$ cat src/rtl/tug_of_war_controller_if.sv
// Player press pulses in, LED field / score / match status out.
interface tug_of_war_controller_if #(
  parameter int FIELD_W = 9
);
  logic               left_press;
  logic               right_press;
  logic [FIELD_W-1:0] leds;
  logic [3:0]         left_score;
  logic [3:0]         right_score;
  logic [1:0]         round_winner;
  logic               match_over;

  modport master (
    output left_press, right_press,
    input  leds, left_score, right_score, round_winner, match_over
  );

  modport slave (
    input  left_press, right_press,
    output leds, left_score, right_score, round_winner, match_over
  );
endinterface

$ cat src/rtl/tug_of_war_controller.sv
// Purpose: two-player tug-of-war sequencer (arbitration, position, scoring, hold, match end).
// Latency: a press sampled at edge k is reflected on the registered outputs right after edge k.
// Backpressure: none; presses in HOLD/DONE or lost to a conflict are dropped. Option macro: FAIR_ARB_EN.
module tug_of_war_controller #(
  parameter int FIELD_W     = 9,
  parameter int WIN_SCORE   = 7,
  parameter int HOLD_CYCLES = 4
) (
  input  logic                    clk,
  input  logic                    reset,
  tug_of_war_controller_if.slave  bus
);

  localparam int PW = 4;
  localparam int HW = (HOLD_CYCLES > 1) ? $clog2(HOLD_CYCLES) : 1;
  localparam logic [PW-1:0]      POS_C     = PW'((FIELD_W - 1) / 2);
  localparam logic [PW-1:0]      POS_MAX   = PW'(FIELD_W - 1);
  localparam logic [HW-1:0]      HOLD_LOAD = HW'(HOLD_CYCLES - 1);
  localparam logic [3:0]         WIN       = 4'(WIN_SCORE);
  localparam logic [FIELD_W-1:0] LED_ONE   = {{(FIELD_W-1){1'b0}}, 1'b1};
  localparam logic [FIELD_W-1:0] LEDS_C    = LED_ONE << POS_C;

  typedef enum logic [1:0] {
    S_PLAY = 2'd0,
    S_HOLD = 2'd1,
    S_DONE = 2'd2
  } state_t;

  state_t             state_q, state_d;
  logic [PW-1:0]      pos_q, pos_d;
  logic [HW-1:0]      hold_q, hold_d;
  logic [FIELD_W-1:0] leds_q, leds_d;
  logic [3:0]         left_score_q, left_score_d;
  logic [3:0]         right_score_q, right_score_d;
  logic [1:0]         round_winner_q, round_winner_d;
  logic               match_over_q, match_over_d;

  logic               mv_left, mv_right;
  logic               win;
  logic [3:0]         win_score;

`ifdef FAIR_ARB_EN
  // token 0 = left holds priority on the next conflict
  logic token_q, token_d;

  always_comb begin
    mv_left  = bus.left_press;
    mv_right = bus.right_press;
    token_d  = token_q;
    if (bus.left_press && bus.right_press) begin
      mv_left  = ~token_q;
      mv_right = token_q;
      if (state_q == S_PLAY) begin
        token_d = ~token_q;
      end
    end
  end
`else
  always_comb begin
    mv_left  = bus.left_press & ~bus.right_press;
    mv_right = bus.right_press & ~bus.left_press;
  end
`endif

  always_comb begin
    state_d        = state_q;
    pos_d          = pos_q;
    hold_d         = hold_q;
    left_score_d   = left_score_q;
    right_score_d  = right_score_q;
    round_winner_d = round_winner_q;
    match_over_d   = match_over_q;
    win            = 1'b0;
    win_score      = 4'd0;

    case (state_q)
      S_PLAY: begin
        if (mv_left) begin
          if (pos_q == POS_MAX) begin
            win            = 1'b1;
            left_score_d   = left_score_q + 4'd1;
            win_score      = left_score_d;
            round_winner_d = 2'b01;
          end else begin
            pos_d = pos_q + 4'd1;
          end
        end else if (mv_right) begin
          if (pos_q == '0) begin
            win            = 1'b1;
            right_score_d  = right_score_q + 4'd1;
            win_score      = right_score_d;
            round_winner_d = 2'b10;
          end else begin
            pos_d = pos_q - 4'd1;
          end
        end
        if (win) begin
          if (win_score == WIN) begin
            state_d      = S_DONE;
            match_over_d = 1'b1;
          end else begin
            state_d = S_HOLD;
            hold_d  = HOLD_LOAD;
          end
        end
      end
      S_HOLD: begin
        if (hold_q == '0) begin
          state_d        = S_PLAY;
          pos_d          = POS_C;
          round_winner_d = 2'b00;
        end else begin
          hold_d = hold_q - HW'(1);
        end
      end
      S_DONE: begin
      end
      default: begin
        state_d = S_PLAY;
        pos_d   = POS_C;
      end
    endcase

    // LEDs follow the next state so the lit position appears on the same edge as the move
    leds_d = (state_d == S_PLAY) ? (LED_ONE << pos_d) : '0;
  end

  always_ff @(posedge clk or negedge reset) begin
    if (!reset) begin
      state_q        <= S_PLAY;
      pos_q          <= POS_C;
      hold_q         <= '0;
      leds_q         <= LEDS_C;
      left_score_q   <= 4'd0;
      right_score_q  <= 4'd0;
      round_winner_q <= 2'b00;
      match_over_q   <= 1'b0;
`ifdef FAIR_ARB_EN
      token_q        <= 1'b0;
`endif
    end else begin
      state_q        <= state_d;
      pos_q          <= pos_d;
      hold_q         <= hold_d;
      leds_q         <= leds_d;
      left_score_q   <= left_score_d;
      right_score_q  <= right_score_d;
      round_winner_q <= round_winner_d;
      match_over_q   <= match_over_d;
`ifdef FAIR_ARB_EN
      token_q        <= token_d;
`endif
    end
  end

  assign bus.leds         = leds_q;
  assign bus.left_score   = left_score_q;
  assign bus.right_score  = right_score_q;
  assign bus.round_winner = round_winner_q;
  assign bus.match_over   = match_over_q;

endmodule

$ cat src/flat_wrapper.sv
// flat-port wrapper written by rule: the top's interface ports become plain ports
module tug_of_war_controller_flat 
#(
  parameter int FIELD_W     = 9,
  parameter int WIN_SCORE   = 7,
  parameter int HOLD_CYCLES = 4
)
  (clk, reset, bus_left_press, bus_right_press, bus_leds, bus_left_score, bus_right_score, bus_round_winner, bus_match_over);
  tug_of_war_controller_if #(.FIELD_W(FIELD_W)) bus_i ();
  input  logic clk;
  input  logic reset;
  input wire logic [$bits(bus_i.left_press)-1:0] bus_left_press;
  input wire logic [$bits(bus_i.right_press)-1:0] bus_right_press;
  output wire logic [$bits(bus_i.leds)-1:0] bus_leds;
  output wire logic [$bits(bus_i.left_score)-1:0] bus_left_score;
  output wire logic [$bits(bus_i.right_score)-1:0] bus_right_score;
  output wire logic [$bits(bus_i.round_winner)-1:0] bus_round_winner;
  output wire logic [$bits(bus_i.match_over)-1:0] bus_match_over;
  assign bus_i.left_press = bus_left_press;
  assign bus_i.right_press = bus_right_press;
  assign bus_leds = bus_i.leds;
  assign bus_left_score = bus_i.left_score;
  assign bus_right_score = bus_i.right_score;
  assign bus_round_winner = bus_i.round_winner;
  assign bus_match_over = bus_i.match_over;
  tug_of_war_controller #(.FIELD_W(FIELD_W), .WIN_SCORE(WIN_SCORE), .HOLD_CYCLES(HOLD_CYCLES)) u_core (.clk(clk), .reset(reset), .bus(bus_i));
endmodule
$ cat config.mk
export PLATFORM = sky130hd
export DESIGN_NAME = tug_of_war_controller_flat
export DESIGN_NICKNAME = d
export VERILOG_FILES = /design/src/rtl/tug_of_war_controller_if.sv /design/src/rtl/tug_of_war_controller.sv /design/src/flat_wrapper.sv
export SDC_FILE = /design/constraint.sdc
export NUM_CORES = 1
export LEC_CHECK = 0
export CELL_PAD_IN_SITES_DETAIL_PLACEMENT = 1
export CELL_PAD_IN_SITES_GLOBAL_PLACEMENT = 2
export CORE_AREA = 4 4 88 65
export DETAILED_ROUTE_END_ITERATION = 12
export DIE_AREA = 0 0 92 69
export PLACE_DENSITY_LB_ADDON = 0.1
export SYNTH_ARGS = -nofsm -noshare
export SYNTH_HDL_FRONTEND = slang
export SYNTH_SLANG_ARGS = --single-unit
$ cat constraint.sdc
create_clock -name clk -period 2.6 [get_ports clk]
set_input_delay 0.39 -clock clk [delete_from_list [all_inputs] [get_ports clk]]
set_output_delay 0.39 -clock clk [all_outputs]
set_load 0.1 [all_outputs]
; Word level (Yosys, flattened, before mapping)
; Cells that the tools add are included.
[op_classes]
shift = 1
n_reduce_logical = 10
n_eq_ne = 11
n_addsub = 5
n_bitwise = 5
muxes = 31
[op_table]
columns = op, n
row1 = $mux 4, 10
row2 = $mux 2, 11
row3 = $add 4x1->4 const B, 3
row4 = $pmux 4 s3, 1
row5 = $mux 9, 1
row6 = $shl 1x4->9 const A, 1
row7 = $pmux 2 s2, 2
row8 = $reduce_and 4->1, 2
row9 = $logic_not 2->1, 3
row10 = $ne 3x1->1 const B, 2
row11 = $pmux 2 s3, 1
row12 = $reduce_and 3->1, 2
row13 = $mux 1, 5
row14 = $reduce_and 5->1, 1
row15 = $eq 4x3->1 const B, 1
row16 = $eq 4x4->1 const B, 1
row17 = $logic_not 4->1, 1
row18 = $ne 2x1->1 const B, 2
row19 = $ne 2x2->1 const B, 2
row20 = $sub 4x1->4 const B, 1
row21 = $ne 3x3->1 const B, 1
row22 = $not 1->1, 3
row23 = $and 1x1->1, 2
row24 = $eq 2x1->1 const B, 1
row25 = other kinds (3), 3
[word_totals]
inputBits = 4
output_inout_bits = 20
regBits = 28

; Depth between registers and ports, before layout
[logic_depth]
depth_word = 11
mapped_depth = 9
ltp_nobuf = 7

; Worst setup path before layout
; Ideal clock, no wire load.
[synth_timing]
path_type = reg2reg
from = register u_core.pos_q[0]
to = register u_core.leds_q[2], in the netlist u_core.bus.leds[2]
t_arrival_ps = 2047
path_stages_with_launch = 9
setup_slack_ps = 458
setup_ps = 95
required_ps = 2505
path_buffers = 1
path_cell_list = dfrtp_1 -> buf_2 -> inv_1 -> ha_1 -> or3b_1 -> a2bb2oi_1 -> nor3_1 -> or3_4 -> nor4b_2
[synth_via]
elab_chain_cells = 11
[synth_lines]
columns = item, line
row1 = "start, declared", tug_of_war_controller.sv:30  ; logic [PW-1:0] pos_q, pos_d;
row2 = "start signal, assigned", tug_of_war_controller.sv:143  ; pos_q <= pos_d;
row3 = $logic_not 4->1, tug_of_war_controller.sv:88  ; if (pos_q == '0) begin
row4 = $mux 4, tug_of_war_controller.sv:88
row5 = $mux 4, tug_of_war_controller.sv:87  ; end else if (mv_right) begin
row6 = $mux 4, tug_of_war_controller.sv:78  ; if (mv_left) begin
row7 = $mux 4, tug_of_war_controller.sv:76  ; case (state_q)
row8 = $eq 4x3->1, tug_of_war_controller.sv:98  ; if (win_score == WIN) begin
row9 = $mux 2, tug_of_war_controller.sv:98
row10 = $mux 2, tug_of_war_controller.sv:97  ; if (win) begin
row11 = $pmux 2 s3, tug_of_war_controller.sv:76
row12 = $logic_not 2->1, tug_of_war_controller.sv:125  ; leds_d = (state_d == S_PLAY) ? (LED_ONE << pos_d) : '0;
row13 = $mux 9 *, tug_of_war_controller.sv:125
row14 = named net u_core.leds_d[2], tug_of_war_controller.sv:32  ; logic [FIELD_W-1:0] leds_q, leds_d;
row15 = "end signal, assigned", tug_of_war_controller.sv:145  ; leds_q <= leds_d;
row16 = "end, declared", tug_of_war_controller.sv:32
; Mark *: on every way through the listed nets, which the timed path passes. The rest lies on a longest branch. The select of a mux whose other input is x is not followed.
; A chain may end at the register's enable or synchronous reset.

; Final worst setup path
[layout_timing]
from = register u_core.pos_q[1]
to = register u_core.leds_q[2], in the netlist u_core.bus.leds[2]
; Same word-level chain as after synthesis.

==> results.ini <==
[run_status]
status = completed

[finish]
drive_above_1_share_pct = 25.3
utilization_pct = 40.4
nets = 193
fillers = 548
antennaDiodeCount = 0
syn_to_final_growth_pct = 19.9
fin_area_sq_um = 1930

[timing]
fin_hold_ws_ps = 488
drv_slew = 0
fin_setup_tns_ps = 0
rsz0062_at_grt = false
fin_crit_ps = 2330
tightest_slew_ps = 463
relSlewSlack_pct = 69.0
report.final.setup_viol = 0
hold_viol_final = 0
finalCritPeriodShare_pct = 89.7
clock_skew_ps = 7.65
max_freq_mhz = 429

[detailed_routing]
top_layer = met4
vias = 1257
ant_nets = 0
wl_per_cell_microns = 15.8
wl_met1_mm = 1.98
viasPerCell = 5.01
met3WireLength_microns = 172
first_pass_iters = 4
drc = 0
route.met2.wl_mm = 1.79
wl_mm = 3.96
drt_iter0_drc = 54

[floorplanning]
coreArea_sq_um = 4780
ios = 24
die_x_microns = 92
start_util_pct = 33.7
die-area_sq_um = 6350
rows = 21
die_y_microns = 69

[critical_path]
path_buf_inv = 1
endpoint_kind = flop
cp_slowest_cell = or3b_1
worst_setup_path_start_kind = flop
cp_top_family = simple AND/OR/NAND/NOR gates
crit_fanout = 6
critPathKind = flop to flop
ff2ff_path_depth = 7
crit_chain = inv_1 > ha_1 > or3b_1 > a2bb2oi_1 > nor3_1 > or3_4 > nor4b_2
path_depth = 7
max_stage_delay_ps = 410
critical_path_required_ps = 2780
cp.arrival_ps = 2510

[synth]
synth_warnings = 0
synth.yosys.seq_area_share_pct = 43.7
syn-cell-area_sq_um = 1610
synthFlopType = dfrtp_1
yosys-top-cells-count = dfrtp_1 (26), nand2_1 (9), o21ai_0 (9)
yosysMostFrequentCell = dfrtp_1
synth_cell_types = 48
synth_edf_count = 0
synth_area_leaders = dfrtp_1 (40%), ha_1 (4.7%), nor4b_2 (3.7%)
yosys.area.top_type = dfrtp_1
syn_nets = 166
async_flop_share_pct = 100
ys_ff_latch = 28
syn_area_per_cell_sq_um = 10.3
synth_top_area_share_pct = 40.4
synth_cells = 156

[power_and_ir_drop]
p_total_mw = 2.16
irDropWorstVdd_mv = 0.323
power_per_cell_area_nw_per_um2 = 1120
leakage_nw = 0.855

[cts]
clk_pin_slew_ps = 100
holdBufCountCts = 0
numCtsBuffers = 3
cts_tree = yes
cts_max_level = 1
cts_buffer_depth = 2
clk_latency_ps = 270
clock_sinks = 28
post_cts_buffers = 0
clockRootBuffer = clkbuf_8
cts_resized = 0

[job]
drv_cap = 0

[global_routing]
grt_pass1_vias = 1310
grt_max_degree = 29
antenna_found_initial = 0
grt_usage_pct = 13.2
grt_pass1_wl_mm = 6.83
grt_overflow = 0

[placement]
portBuffers = 23
placed_area_sq_um = 1880
post-dp-hpwl_mm = 3.17
gp_congestion = 0.789

[hold_path]
hp-class = primary input to asynchronous set/reset pin

==> kinds of logic (layout without fill, tap and decap cells) <==
kind of cell	after synthesis	in the layout	share of synthesized area (%)
compound gates	36	36	15.5
mux	3	3	2.10
xor+xnor	10	10	5.44
fa+ha+maj	7	7	5.28
simple gates	55	55	22.4
buf+inv	17	43	5.67
flops	28	28	43.7
==> routing by layer <==
metal  vias to the layer above  global-route usage, %
li1                        615                      -
met1                       614                   19.5
met2                        24                   20.1
met3                         4                   3.15
met4                         0                   1.48
met5                         -                      0
==> registers in the layout, summed over array words and instances (netlist names) <==
signal / flops
u_core.bus.right_score: 4
u_core.hold_q: 2
u_core.state_q: 2
u_core.bus.match_over: 1
u_core.pos_q: 4
u_core.bus.left_score: 4
u_core.bus.leds: 9
u_core.bus.round_winner: 2
==> area by class of cell <==
| cell class | instances | area [sq um] | area share (%) |
|---|---|---|---|
| Inverter | 8 | 30.0 | 1.56 |
| Multi-Input combinational cell | 111 | 816 | 42.3 |
| Sequential cell | 28 | 703 | 36.4 |
| Timing Repair Buffer | 31 | 240 | 12.4 |
| Tap cell | 69 | 86.3 | 4.47 |
| Clock buffer | 4 | 55.1 | 2.85 |
==> placed cells by master (no fill, tap or decap), types with 2 or more instances in the layout <==
cell type / Yosys / routed
inv_1: 8 / 8
nor2b_1: 4 / 4
nand3_1: 6 / 6
xnor2_1: 6 / 6
or3b_1: 2 / 2
nor3_1: 7 / 7
nor4b_2: 4 / 4
dfstp_2: 2 / 2
a21oi_1: 6 / 6
nand2_1: 9 / 9
a21o_1: 2 / 2
xor2_1: 4 / 4
nor3b_1: 2 / 2
o21ai_0: 9 / 9
o211ai_1: 3 / 3
nand2b_1: 2 / 2
ha_1: 6 / 6
clkdlybuf4s50_1: 0 / 3
and3b_1: 2 / 2
buf_4: 0 / 28
mux2_2: 3 / 3
nand4_1: 2 / 2
o41ai_1: 2 / 2
dfrtp_1: 26 / 26
nor2_1: 7 / 7
clkbuf_8: 0 / 4
a32o_1: 2 / 2
==> power breakdown <==
group | switching, mW | internal, mW
combinational | 0.847 | 0.377
clock | 0.130 | 0.135
sequential | 0.120 | 0.546
total | 1.10 | 1.06
==> per-stage QoR <==
stage / instances / worst slack (ps)
floorplan: 156 / 458
global placement: 247 / 195
detailed placement: 247 / 155
CTS: 251 / 252
global route: 251 / 113
finish: 251 / 267
==> final timing paths <==
path	from	to	slack [ps]
worst max-delay path	u_core.pos_q[1]	u_core.bus.leds[2]	270
worst min-delay path	reset	u_core.hold_q[0]	490
worst max register to register	u_core.pos_q[1]	u_core.bus.leds[2]	270
worst min register to register	u_core.bus.match_over	u_core.bus.match_over	500
max in group asynchronous	reset	u_core.bus.leds[4]	1790
min in group clk	u_core.bus.match_over	u_core.bus.match_over	500
No activity file was read; power rests on OpenSTA's default activity.
